$ cat src/rtl/mem_arb_pkg.sv
// Shared widths and helpers for the multi-requester RAM port arbiter.
package mem_arb_pkg;

    // Wide enough to count up to MAX_BURST-1 for any MAX_BURST in 1..255.
    localparam int BURST_CNT_W = 8;

    function automatic int be_width(input int data_width);
        return (data_width + 7) / 8;
    endfunction

    function automatic int id_width(input int num_req);
        return (num_req > 1) ? $clog2(num_req) : 1;
    endfunction

endpackage

$ cat src/rtl/rr_arbiter.sv
// Rotating-priority selector: first valid requester at or above ptr, wrapping.
module rr_arbiter
    import mem_arb_pkg::*;
#(
    parameter  int NUM_REQ = 4,
    localparam int ID_W    = id_width(NUM_REQ)
) (
    input  logic [NUM_REQ-1:0] valid,
    input  logic [ID_W-1:0]    ptr,
    output logic [NUM_REQ-1:0] grant,
    output logic [ID_W-1:0]    grant_id,
    output logic               any_grant
);

    logic [ID_W-1:0] idx;

    // NOTE: every output gets a default before the loop so no latch is inferred.
    always_comb begin
        grant     = '0;
        grant_id  = '0;
        any_grant = 1'b0;
        idx       = '0;
        // Scan from the farthest offset down so the nearest valid one is the last written.
        for (int k = NUM_REQ - 1; k >= 0; k--) begin
            idx = ID_W'((int'(ptr) + k) % NUM_REQ);
            if (valid[idx]) begin
                grant      = '0;
                grant[idx] = 1'b1;
                grant_id   = idx;
                any_grant  = 1'b1;
            end
        end
    end

endmodule

$ cat src/rtl/mem_port_arbiter.sv
// Shares one RAM port among NUM_REQ requesters with round-robin and burst locking.
module mem_port_arbiter
    import mem_arb_pkg::*;
#(
    parameter  int NUM_REQ       = 4,
    parameter  int MEM_DATAWIDTH = 128,
    parameter  int MEM_ADDRWIDTH = 14,
    parameter  int MAX_BURST     = 8,
    localparam int BE            = be_width(MEM_DATAWIDTH),
    localparam int ID_W          = id_width(NUM_REQ)
) (
    input  logic                             clk,
    input  logic                             reset,
    input  logic [NUM_REQ-1:0]               req_valid,
    output logic [NUM_REQ-1:0]               req_ready,
    input  logic [NUM_REQ-1:0]               req_lock,
    input  logic [NUM_REQ*BE-1:0]            req_we,
    input  logic [NUM_REQ*MEM_ADDRWIDTH-1:0] req_addr,
    input  logic [NUM_REQ*MEM_DATAWIDTH-1:0] req_wdata,
    output logic [NUM_REQ-1:0]               rsp_valid,
    output logic [MEM_DATAWIDTH-1:0]         rsp_rdata,
    output logic                             mem_en,
    output logic [BE-1:0]                    mem_we,
    output logic [MEM_ADDRWIDTH-1:0]         mem_addr,
    output logic [MEM_DATAWIDTH-1:0]         mem_din,
    input  logic [MEM_DATAWIDTH-1:0]         mem_dout
);

    logic [ID_W-1:0]        rr_ptr, owner, arb_id, win_id, next_ptr;
    logic [BURST_CNT_W-1:0] burst_cnt, base_cnt;
    logic                   lock_active, lock_hold, arb_any, accept, keep_lock;
    logic [NUM_REQ-1:0]     arb_grant;
    logic [BE-1:0]          win_we;

    rr_arbiter #(.NUM_REQ(NUM_REQ)) u_rr (
        .valid     (req_valid),
        .ptr       (rr_ptr),
        .grant     (arb_grant),
        .grant_id  (arb_id),
        .any_grant (arb_any)
    );

    always_comb begin
        // A lock only counts while its owner keeps asking; otherwise arbitrate normally.
        lock_hold = lock_active && req_valid[owner];
        win_id    = lock_hold ? owner : arb_id;
        accept    = reset && (lock_hold || arb_any);
        req_ready = accept ? (NUM_REQ'(1) << win_id) : '0;
        win_we    = req_we[win_id*BE +: BE];

        // RAM controls go straight to the port; the RAM's own output register is the only stage.
        mem_en    = accept;
        mem_we    = accept ? win_we : '0;
        mem_addr  = accept ? req_addr[win_id*MEM_ADDRWIDTH +: MEM_ADDRWIDTH] : '0;
        mem_din   = accept ? req_wdata[win_id*MEM_DATAWIDTH +: MEM_DATAWIDTH] : '0;

        base_cnt  = lock_hold ? burst_cnt : '0;
        keep_lock = req_lock[win_id] && (int'(base_cnt) + 1 < MAX_BURST);
        next_ptr  = (win_id == ID_W'(NUM_REQ - 1)) ? '0 : win_id + 1'b1;
    end

    assign rsp_rdata = mem_dout;

    // NOTE: state uses non-blocking assignments and an asynchronous active-low clear.
    always_ff @(posedge clk or negedge reset) begin
        if (!reset) begin
            rr_ptr      <= '0;
            owner       <= '0;
            burst_cnt   <= '0;
            lock_active <= 1'b0;
            rsp_valid   <= '0;
        end else begin
            // Writes are posted; only reads produce a strobe one cycle later.
            rsp_valid <= (accept && win_we == '0) ? req_ready : '0;
            if (accept) begin
                if (keep_lock) begin
                    lock_active <= 1'b1;
                    owner       <= win_id;
                    burst_cnt   <= base_cnt + 1'b1;
                end else begin
                    lock_active <= 1'b0;
                    burst_cnt   <= '0;
                    rr_ptr      <= next_ptr;
                end
            end else if (lock_active) begin
                lock_active <= 1'b0;
                burst_cnt   <= '0;
            end
        end
    end

endmodule

$ cat config.mk
export PLATFORM = sky130hd
export DESIGN_NAME = mem_port_arbiter
export DESIGN_NICKNAME = d
export VERILOG_FILES = /design/src/rtl/mem_arb_pkg.sv /design/src/rtl/rr_arbiter.sv /design/src/rtl/mem_port_arbiter.sv
export SDC_FILE = /design/constraint.sdc
export NUM_CORES = 1
export LEC_CHECK = 0
export ABC_AREA = 1
export ABC_CLOCK_PERIOD_IN_PS = 2190
export CAP_MARGIN = 20
export CORE_AREA = 4 4 412 414
export CTS_CLUSTER_DIAMETER = 200
export DETAILED_ROUTE_END_ITERATION = 10
export DIE_AREA = 0 0 416 418
export MAX_ROUTING_LAYER = met4
export PLACE_DENSITY = 0.3
export SYNTH_ARGS = -nofsm -noshare
export SYNTH_HDL_FRONTEND = slang
export SYNTH_SLANG_ARGS = --single-unit
$ cat constraint.sdc
create_clock -name clk -period 2.19 [get_ports clk]
set_input_delay 0.219 -clock clk [delete_from_list [all_inputs] [get_ports clk]]
set_output_delay 0.219 -clock clk [all_outputs]
set_load 0.01 [all_outputs]
After elaboration in Yosys (flattened, before gate mapping)
Index checks and enable logic that the tools add are counted.
{ "op_classes": {"addsub": 6, "multipliers": 1, "div_mod_pow": 0, "n_lt_le_gt_ge": 7, "n_eq_ne": 1, "shift": 4, "muxes": 33, "bitwise": 1, "reduce_logical": 9} }
{ "op_table": {"columns": ["op", "n"], "rows": [
  ["indexed part select 512 x 10 -> 128 bit", 1],
  ["two-way mux 128 bit", 1],
  ["indexed part select 64 x 7 -> 16 bit", 1],
  ["indexed part select 56 x 7 -> 14 bit", 1],
  ["two-way mux 8 bit", 4],
  ["less-than comparator 2 x 3 -> 1 bit, second input constant", 6],
  ["logical NOT 16 bit", 1],
  ["two-way mux 16 bit", 1],
  ["two-way mux 14 bit", 1],
  ["binary-select mux 1 bit (select 2 bit)", 6],
  ["two-way mux 1 bit", 12],
  ["two-way mux 2 bit", 6],
  ["adder 8 x 1 -> 9 bit, second input constant", 1],
  ["less-than comparator 9 x 4 -> 1 bit, second input constant", 1],
  ["adder 8 x 1 -> 8 bit, second input constant", 1],
  ["two-way mux 4 bit", 2],
  ["multiplier 2 x 3 -> 5 bit, second input constant", 1],
  ["adder 2 x 1 -> 2 bit, second input constant", 2],
  ["adder 2 bit, second input constant", 2],
  ["logical AND 1 bit", 4],
  ["AND reduction 2 bit", 2],
  ["left shift 1 x 2 -> 4 bit, first input constant", 1],
  ["equality test 2 bit, second input constant", 1],
  ["nonzero test 2 bit", 1],
  ["other kinds (2)", 2]
]} }
{ "totals": {"register_bits": 17, "latch_bits": 0, "mem_bits_rw": 0, "rom_bits": 0, "inputBits": 770, "out_inout_bits": 295, "word_cells": 67, "memories": 0} }

Logic depth before layout (Yosys ltp)
Gate-level depths: netlist of run 1.
{ "logic_depth": {"depth_word": 13, "mapped_depth": 18, "depth_no_buf": 18} }

Modules after synthesis
Synthesis of run 1 repeated with hierarchy kept, for this count alone.
{ "unflattened": {"hier_cells": 1352, "hier_area_um2": 8124.0} }
{ "modules_own_cells": {"columns": ["mod", "instances", "cells_each", "area_per_inst_um2", "seq_area_each_um2"], "rows": [
  ["mem_port_arbiter", 1, 1266, 7621.1, 425.4],
  ["rr_arbiter", 1, 86, 503.0, 0.0]
]} }

Least setup slack after synthesis of run 1
OpenSTA, ideal clock, no wires.
{ "synth_timing": {"path_type": "register to register", "start": "register rr_ptr[0]", "end": "register rsp_valid[3]", "setup_ns": 0.086, "arrival_time_ns": 2.197, "t_required_ns": 2.104, "setup_slack_ns": -0.093, "stages_incl_launch_ff": 15, "path_buffers": 3, "synth_period_minus_slack_ns": 2.283, "path_cell_list": "dfrtp_1 > buf_4 > nand2_1 > nand2_1 > nand3_1 > nand3_1 > o21bai_2 > a21oi_4 > buf_2 > buf_2 > ha_1 > inv_1 > nor2_1 > inv_1 > nor3_1"} }
{ "synth_via": {"word_cells_on_any_way": 28, "cone_classes": "add/sub (3); shift (2); mux (19); reduce/logical (4)"} }
{ "synth_rtl": {"columns": ["item", "line", "rtl"], "rows": [
  ["start, declared", "mem_port_arbiter.sv:29", "logic [ID_W-1:0] rr_ptr, owner, arb_id, win_id, next_ptr;"],
  ["start signal, assigned", "mem_port_arbiter.sv:83", "rr_ptr <= next_ptr;"],
  ["adder 2 bit", "rr_arbiter.sv:25", "idx = ID_W'((int'(ptr) + k) % NUM_REQ);"],
  ["binary-select mux 1 bit (select 2 bit)", "rr_arbiter.sv:26", "if (valid[idx]) begin"],
  ["two-way mux 1 bit (implied by the code)", "rr_arbiter.sv:26", null],
  ["two-way mux 2 bit (3 in series)", "rr_arbiter.sv:26", null],
  ["two-way mux 2 bit *", "rr_arbiter.sv:26", null],
  ["two-way mux 2 bit *", "mem_port_arbiter.sv:46", "win_id = lock_hold ? owner : arb_id;"],
  ["via win_id[1]", "mem_port_arbiter.sv:29", null],
  ["left shift 1 x 2 -> 4 bit *", "mem_port_arbiter.sv:48", "req_ready = accept ? (NUM_REQ'(1) << win_id) : '0;"],
  ["two-way mux 4 bit *", "mem_port_arbiter.sv:48", null],
  ["via req_ready[3]", "mem_port_arbiter.sv:15", "output logic [NUM_REQ-1:0] req_ready,"],
  ["two-way mux 4 bit *", "mem_port_arbiter.sv:74", "rsp_valid <= (accept && win_we == '0) ? req_ready : '0;"],
  ["end signal, assigned", "mem_port_arbiter.sv:74", null],
  ["end, declared", "mem_port_arbiter.sv:20", "output logic [NUM_REQ-1:0] rsp_valid,"]
]} }
Mark *: on every way through the listed nets, which the timed path passes. The rest lies on a longest branch. The select of a mux whose other input is x is not followed.
A chain may end at the register's enable or synchronous reset.

Final worst setup path of run 1
{ "layout_timing": {"start": "register rr_ptr[0]", "end": "output port mem_din[99]"} }
{ "layout_via": {"elab_chain_cells": 10, "word_cells_on_any_way": 24, "cone_classes": "add/sub (3); shift (1); mux (18); reduce/logical (2)"} }
{ "layout_rtl": {"columns": ["item", "line", "rtl"], "rows": [
  ["adder 2 bit", "rr_arbiter.sv:25", null],
  ["binary-select mux 1 bit (select 2 bit)", "rr_arbiter.sv:26", null],
  ["two-way mux 1 bit (implied by the code)", "rr_arbiter.sv:26", null],
  ["two-way mux 2 bit or two-way mux 1 bit (tied branches) (4 in series)", "rr_arbiter.sv:26", null],
  ["two-way mux 2 bit or logical OR 1 bit (tied branches)", "mem_port_arbiter.sv:46, mem_port_arbiter.sv:47", null],
  ["indexed part select 512 x 10 -> 128 bit or logical AND 1 bit (tied branches)", "mem_port_arbiter.sv:55, mem_port_arbiter.sv:47", null],
  ["two-way mux 128 bit *", "mem_port_arbiter.sv:55", "mem_din = accept ? req_wdata[win_id*MEM_DATAWIDTH +: MEM_DATAWIDTH] : '0;"],
  ["end, declared", "mem_port_arbiter.sv:25", "output logic [MEM_DATAWIDTH-1:0] mem_din,"]
]} }
Mark *: on every way between the ends. The rest lies on a longest branch, timed or not. The select of a mux whose other input is x is not followed.

==> results.rst, run 1 <==
.. list-table::
   :header-rows: 1

   * - Metric
     - Value
   * - Outcome
     - complete, but fails checks
   * - Failing checks
     - setup timing
   * - Required time worst endpoint
     - slightly below 2 ns
   * - Post-synthesis register bit count
     - 17
   * - Clock latency on the worst-skew pair
     - roughly 0.25 ns
   * - Total via count after detailed routing
     - approximately 14000
   * - Worst Path Arrival
     - 2.81 ns
   * - Cells after DPL
     - 4518
   * - Post-Synthesis Cells
     - 1562
   * - I/O pins
     - roughly 1100
   * - Detailed placer's ending HPWL
     - 96.13 mm
   * - Iter 0 DRT Violations
     - 843
   * - Power density relative to cell area
     - 2188 nW/um^2
   * - Share of synthesized cell area in and, or, nand and nor gates
     - 0.4077
   * - Final Hold Violating Endpoints
     - 0
   * - Number of antenna violations at the first check in global routing
     - 61
   * - Commonest non-fill, non-tap cell in the layout
     - clkdlybuf4s50_1
   * - RSZ-0062 raised after global routing
     - yes
   * - First-pass iteration count of the detailed router
     - 5
   * - Maxcap violations
     - 0
   * - Final setup violation count
     - 174
   * - Fill cell count
     - 19290
   * - Synthesis-to-layout area growth
     - 201.9%
   * - Unique cell type count in the Yosys netlist
     - 28
   * - R2R Path End
     - rsp_valid[1]$_DFF_PN0_
   * - Post-synthesis instance area
     - approximately 7700 um^2
   * - Reg2Reg Launch Point
     - rr_ptr[0]$_DFFE_PN0P_
   * - Clock-pin slew on the worst setup and hold paths
     - around 0.050 ns
   * - Min cycle time layout
     - around 3 ns
   * - Buffers added on ports
     - between 800 and 900
   * - NumNets Final
     - 3212
   * - Die width
     - about 420 um
   * - Hold slack
     - 0.4206 ns
   * - Antenna Violating Nets Remaining
     - 0
   * - Crit path kind
     - register to primary output
   * - Area share of fa/ha/maj cells after synthesis
     - 0.008106
   * - Peak supply drop
     - ~0.00076 V
   * - Max Clock Skew
     - approximately 0.0017 ns
   * - Placeable core region
     - 166300 um^2
   * - Final core utilization
     - 0.1401
   * - Parity-gate share of the synthesized area counting xor and xnor cells
     - 0.001135
   * - Commonest non-fill, non-tap cells in the layout
     - clkdlybuf4s50_1 (641), nor2_1 (386), o21ai_1 (191), buf_4 (154), nor2_2 (121)
   * - Placer congestion estimate
     - just under 0.9
   * - Multiplexer fraction of the synthesized cell area
     - 0
   * - Commonest register cell after synthesis
     - dfrtp_1
   * - Longest Clk Path Bufs
     - 2
   * - Clock sink count
     - 17
   * - Starting Density
     - 0.04641
   * - Worst slew margin
     - 0.7206
   * - Crit share post-route
     - 1.381
   * - Quantity of hold-fixing buffers added after cts
     - 0
   * - Clock root buffer
     - clkbuf_16
   * - Leakage power
     - about 0.0086 uW
   * - Critical path startpoint category
     - register
   * - Compound-gate portion of the synthesized area
     - 0.2975
   * - Largest family of logic cells by synthesized area
     - simple AND/OR/NAND/NOR gates
   * - Worst Max-Slew Pin Slew
     - about 0.42 ns
   * - First-pass GRT wire length
     - between 100 and 150 mm
   * - Post-detailed-route wirelength per cell
     - about 25 um
   * - Register area share after synthesis
     - 0.05512
   * - Yosys warning count
     - 0
   * - Routed Wire Length
     - around 120 mm
   * - Post-placement worst setup slack
     - -1.371 ns
   * - Number of max-slew violations in the final report
     - 0
   * - Biggest fanout along the worst timing path
     - 6
   * - Die height
     - 418 um
   * - Number of enable flip-flop cells after synthesis
     - 0
   * - Share of cells above drive strength 1
     - 0.3781
   * - Syn nets
     - 2337
   * - Num CTS Buffers
     - 3
   * - Mean cell area of the mapped netlist
     - 4.941 um^2
   * - Count of non-filler cells in the finished layout
     - 4669
   * - Vias in the first global route
     - 14420
   * - Storage cell area
     - approximately 430 um^2
   * - Minimum setup slack among reg-to-reg paths
     - -0.68 ns
   * - Depth of the most critical reg-to-reg path
     - 20
   * - Total grt overflow
     - 0
   * - Worst-case setup margin in the final layout
     - -0.8347 ns
   * - CTS tree
     - yes
   * - Maximum number of pins on one net before global-route repair
     - 30
   * - Setup crit end kind
     - primary output
   * - Number of placement rows
     - 150
   * - Die Footprint
     - roughly 170000 um^2
   * - Via count normalized by instance count
     - between 3 and 4
   * - Tightest Hold Check Type
     - input pin to async pin
   * - Final Power
     - around 51000 uW
   * - Fmax
     - 330.6 MHz
   * - GRT Overall Usage
     - 0.1289
   * - # DRC
     - 0
   * - Area used by multi-input combinational logic
     - roughly 7600 um^2
   * - Count of H-tree levels built during CTS
     - 1
   * - Share of flip-flops with an asynchronous set or reset
     - 1.000
==> cells in the mapped netlist (3+ instances only) <==
library cell,instances,area (um^2)
inv_1,35,131.4
a21oi_1,151,755.7
dfrtp_1,17,425.4
buf_4,152,1141
nand2_1,109,409.1
nor2_1,601,2256
nand3b_1,9,67.56
buf_1,6,22.52
inv_2,3,11.26
buf_2,56,280.3
nor3_1,4,20.02
buf_6,6,67.56
o21ai_1,130,650.6
nand3_1,65,325.3
o21ai_0,166,830.8
ha_1,5,62.56
clkbuf_1,33,123.9
==> per-stage QoR <==
step	instance area, um^2	TNS, ns
6_report	23300	-122.47
5_1_grt	23300	-147.87
2_1_floorplan	7915	-0.5051
3_5_place_dp	19210	-192.49
4_1_cts	21240	-131.38
3_3_place_gp	19210	-196.19
==> worst max-delay path, stage by stage (launching register included) <==
cell      delay [ns]
dfrtp_1         0.41
buf_6           0.16
nand2_4         0.06
o21ai_4         0.06
nand2_2         0.09
nand2_2         0.08
buf_6           0.12
o21bai_4        0.15
buf_6           0.12
a21oi_4         0.05
buf_12          0.15
buf_16          0.15
buf_16          0.17
buf_12          0.15
buf_8           0.13
nor2_4          0.08
o21ai_2         0.07
a21oi_2         0.17
buf_12          0.14
==> worst max-delay path by stage <==
stage,from,to
final,rr_ptr[0]$_DFFE_PN0P_,mem_din[99]
after global routing,rr_ptr[0]$_DFFE_PN0P_,mem_din[125]
after CTS,rr_ptr[0]$_DFFE_PN0P_,mem_din[86]
after detailed placement,req_valid[1],mem_din[104]
after global placement,req_valid[0],mem_din[104]
after floorplan,rr_ptr[0]$_DFFE_PN0P_,mem_din[100]
==> layer usage <==
metal  track usage  up-vias  wire, um
li1              -     6799         -
met1        0.1480     6710     46250
met2        0.2087      765     54830
met3       0.06482      102     14680
met4       0.01226        0      1727
met5             -        -         0
==> cell families (layout without fill, tap and decap cells) <==
kind of cell | count (synthesis) | in the layout
other | 0 | 29
AOI/OAI and AO/OA | 453 | 453
xor gates and xnor gates | 1 | 1
buffers and inverters | 291 | 1165
DFF | 17 | 17
and+or+nand+nor | 795 | 795
adders and majority gates | 5 | 5
==> state kept, by name, indices dropped and copies added, names as in the netlist <==
register and cells:
owner 2, burst_cnt 8, rsp_valid 4, lock_active 1, rr_ptr 2
==> what timing repair did <==
item                                    CTS  global route
gates cloned                             27            11
resized for setup                       835           543
pin swaps                                93           146
buffers inserted                         49            46
endpoints found under the setup margin  175           178
==> power breakdown <==
part,switching [uW],internal [uW],leakage (uW)
logic,26500,23700,0.00835
clock network,124,247,0.0000383
registers,60.7,374,0.000226
==> cell type report <==
| type | instances | share of cell area |
|---|---|---|
| diodes | 29 | 0.003114 |
| repair buffers | 1121 | 0.5216 |
| flip-flops and latches | 17 | 0.01836 |
| well taps | 2204 | 0.1183 |
| clock buffers | 4 | 0.003383 |
| multi-input cells | 1254 | 0.3257 |
| repair inverters | 2 | 0.002148 |
| inverters | 38 | 0.007356 |
No activity file was read; power rests on OpenSTA's default activity.
==> run 2, diff against run 1 <==
- CTS_BUF_LIST: not set -> sky130_fd_sc_hd__clkbuf_8 sky130_fd_sc_hd__clkbuf_16
- CTS_CLUSTER_DIAMETER: 200 -> not set
==> run 2 against run 1 <==
- die area did not move
- register-to-register slack barely moved
- global-route usage did not move
- setup slack did not move
- design area did not move
- utilization did not move
- sequential share of layout area did not move
- first-iteration DRC count did not move
- the flow still finishes with violations (setup timing)
==> results.rst, run 2 (synthesis gave the netlist of run 1 again) <==
.. list-table::
   :header-rows: 1

   * - Metric
     - Value
   * - Outcome
     - complete, but fails checks
   * - Failing checks
     - setup timing
   * - Depth of the critical timing path with buffers and inverters included
     - 18
   * - Total via count after detailed routing
     - 14380
   * - Final setup violation count
     - approximately 170
   * - Setup crit end kind
     - primary output
   * - RSZ-0062 raised after global routing
     - yes
   * - Maximum number of pins on one net before global-route repair
     - 30
   * - Minimum setup slack among reg-to-reg paths
     - -0.68 ns
   * - Routed Wire Length
     - roughly 120 mm
   * - Die height
     - roughly 420 um
   * - Fill cell count
     - a little under 20000
   * - Vias in the first global route
     - around 14000
   * - Maxcap violations
     - 0
   * - CTS tree
     - yes
   * - Peak supply drop
     - about 0.00076 V
   * - Post-detailed-route wirelength per cell
     - about 25 um
   * - Termination of the worst setup path
     - mem_din[99]
   * - Clock-pin slew on the worst setup and hold paths
     - about 0.05 ns
   * - First-pass iteration count of the detailed router
     - 5
   * - Tightest Hold Check Type
     - input pin to async pin
   * - Detailed placer's ending HPWL
     - 96.13 mm
   * - Placeable core region
     - about 170000 um^2
   * - Reg2Reg Launch Point
     - rr_ptr[0]$_DFFE_PN0P_
   * - Antenna Violating Nets Remaining
     - 0
   * - Commonest non-fill, non-tap cell in the layout
     - clkdlybuf4s50_1
   * - Crit path kind
     - register to primary output
   * - Worst setup path startpoint
     - rr_ptr[0]$_DFFE_PN0P_
   * - GRT Overall Usage
     - 0.1289
   * - Cell family contributing the most delay on the critical path
     - buffers and inverters
   * - Critical path startpoint category
     - register
   * - Top Registers
     - burst_cnt x8, rsp_valid x4
   * - Worst-path cell with the longest stage delay
     - dfrtp_1
   * - Clock root buffer
     - clkbuf_16
   * - Total grt overflow
     - 0
   * - Crit path cell chain
     - buf_6 > nand2_4 > o21ai_4 > nand2_2 > nand2_2 > buf_6 > o21bai_4 > buf_6 > a21oi_4 > buf_12 > buf_16 > buf_16 > buf_12 > buf_8 > nor2_4 > o21ai_2 > a21oi_2 > buf_12
   * - Num CTS Buffers
     - 3
   * - Fmax
     - roughly 330 MHz
   * - Largest reg by FF count
     - burst_cnt
   * - Crit share post-route
     - 1.381
   * - Clock latency on the worst-skew pair
     - roughly 0.25 ns
   * - Via count normalized by instance count
     - about 3.1
   * - Die width
     - between 400 and 500 um
   * - Number of flip-flops under the largest register name
     - 8
   * - Placer congestion estimate
     - approximately 0.89
   * - Synthesis-to-layout area growth
     - 201.9%
   * - Number of placement rows
     - 150
   * - I/O pins
     - about 1100
   * - Hold slack
     - around 0.42 ns
   * - Number of max-slew violations in the final report
     - 0
   * - Buffers added on ports
     - just over 800
   * - # DRC
     - 0
   * - Share of cells above drive strength 1
     - 0.3781
   * - Power density relative to cell area
     - roughly 2200 nW/um^2
   * - Critical path buffers and inverters
     - 9
   * - R2R Path End
     - rsp_valid[1]$_DFF_PN0_
   * - Worst-case setup margin in the final layout
     - -0.8347 ns
   * - Final core utilization
     - 0.1401
   * - Worst Path Arrival
     - 2.81 ns
   * - NumNets Final
     - roughly 3200
   * - Crit path largest cell delay
     - about 0.41 ns
   * - Commonest non-fill, non-tap cells in the layout
     - clkdlybuf4s50_1 (641), nor2_1 (386), o21ai_1 (191), buf_4 (154), nor2_2 (121)
   * - Longest Clk Path Bufs
     - 2
   * - Number of antenna violations at the first check in global routing
     - approximately 60
   * - Leakage power
     - between 0.008 and 0.009 uW
   * - First-pass GRT wire length
     - between 100 and 150 mm
   * - Clock sink count
     - 17
   * - Min cycle time layout
     - roughly 3.0 ns
   * - Depth of the most critical reg-to-reg path
     - 20
   * - Count of H-tree levels built during CTS
     - 1
   * - Biggest fanout along the worst timing path
     - 6
   * - Required time worst endpoint
     - 1.97 ns
   * - Starting Density
     - 0.04641
   * - Max Clock Skew
     - ~0.0020 ns
   * - Die Footprint
     - 173900 um^2
   * - Worst slew margin
     - 0.7206
   * - Final Hold Violating Endpoints
     - 0
   * - Iter 0 DRT Violations
     - between 800 and 900
   * - Worst Max-Slew Pin Slew
     - about 0.42 ns
[run 2: changes by cell type in the layout (fill, tap and decap cells not counted)]
cell      before  now
clkbuf_1       1    0
inv_1         28   29
[run 2: area by class of cell]
cell class                      count  area, um^2  area share
Timing Repair Buffer             1121       12150      0.5216
Multi-Input combinational cell   1254        7590      0.3257
Tap cell                         2204        2758      0.1183
Sequential cell                    17       427.9     0.01836
Inverter                           38       171.4    0.007356
Clock buffer                        3       75.07    0.003222
Antenna cell                       29       72.57    0.003114
Timing Repair inverter              2       50.05    0.002148
Clock inverter                      1       3.754   0.0001611
[run 2: worst min path at each step]
stage | depth (start not counted) | slack, ns | startpoint | endpoint
2_1_floorplan | 0 | -0.08 | reset | burst_cnt[0]$_DFFE_PN0P_
3_3_place_gp | 0 | 0.44 | mem_dout[107] | rsp_rdata[107]
3_5_place_dp | 0 | 0.44 | mem_dout[107] | rsp_rdata[107]
4_1_cts | 0 | 0.44 | mem_dout[107] | rsp_rdata[107]
5_1_grt | 0 | 0.44 | mem_dout[125] | rsp_rdata[125]
6_report | 2 | 0.42 | reset | rsp_valid[0]$_DFF_PN0_
[run 2: per-layer routing]
layer	wire, um	global-route usage	share of wire
met5	0	-	0
met4	1727	0.01226	0.015
met3	14680	0.06482	0.12
met2	54830	0.2087	0.47
met1	46250	0.1480	0.39
[run 2: repair_timing]
action,in CTS,in global routing
cloned,27,11
pin swaps,93,146
hold buffers,0,0
setup buffers,49,46
endpoints found under the setup margin,175,178
resized for setup,835,543
[run 2: per-stage QoR]
| stage | setup TNS [ns] | cells | area (um^2) | total power [uW] | setup WS, ns |
|---|---|---|---|---|---|
| after floorplan | -0.5051 | 1562 | 7915 | 15700 | -0.02137 |
| after global placement | -196.19 | 4518 | 19210 | 34770 | -1.365 |
| after detailed placement | -192.49 | 4518 | 19210 | 34610 | -1.371 |
| after CTS | -131.38 | 4595 | 21240 | 44970 | -0.8865 |
| after global routing | -147.87 | 4667 | 23300 | 54540 | -0.9877 |
| final | -122.47 | 4669 | 23300 | 50980 | -0.8347 |
[run 2: power by group]
part	switching, uW	total, uW	internal, uW	leakage [uW]
sequential	60.7	435	374	0.000226
clock	124	366	242	0.0000425
combinational	26500	50200	23700	0.00835
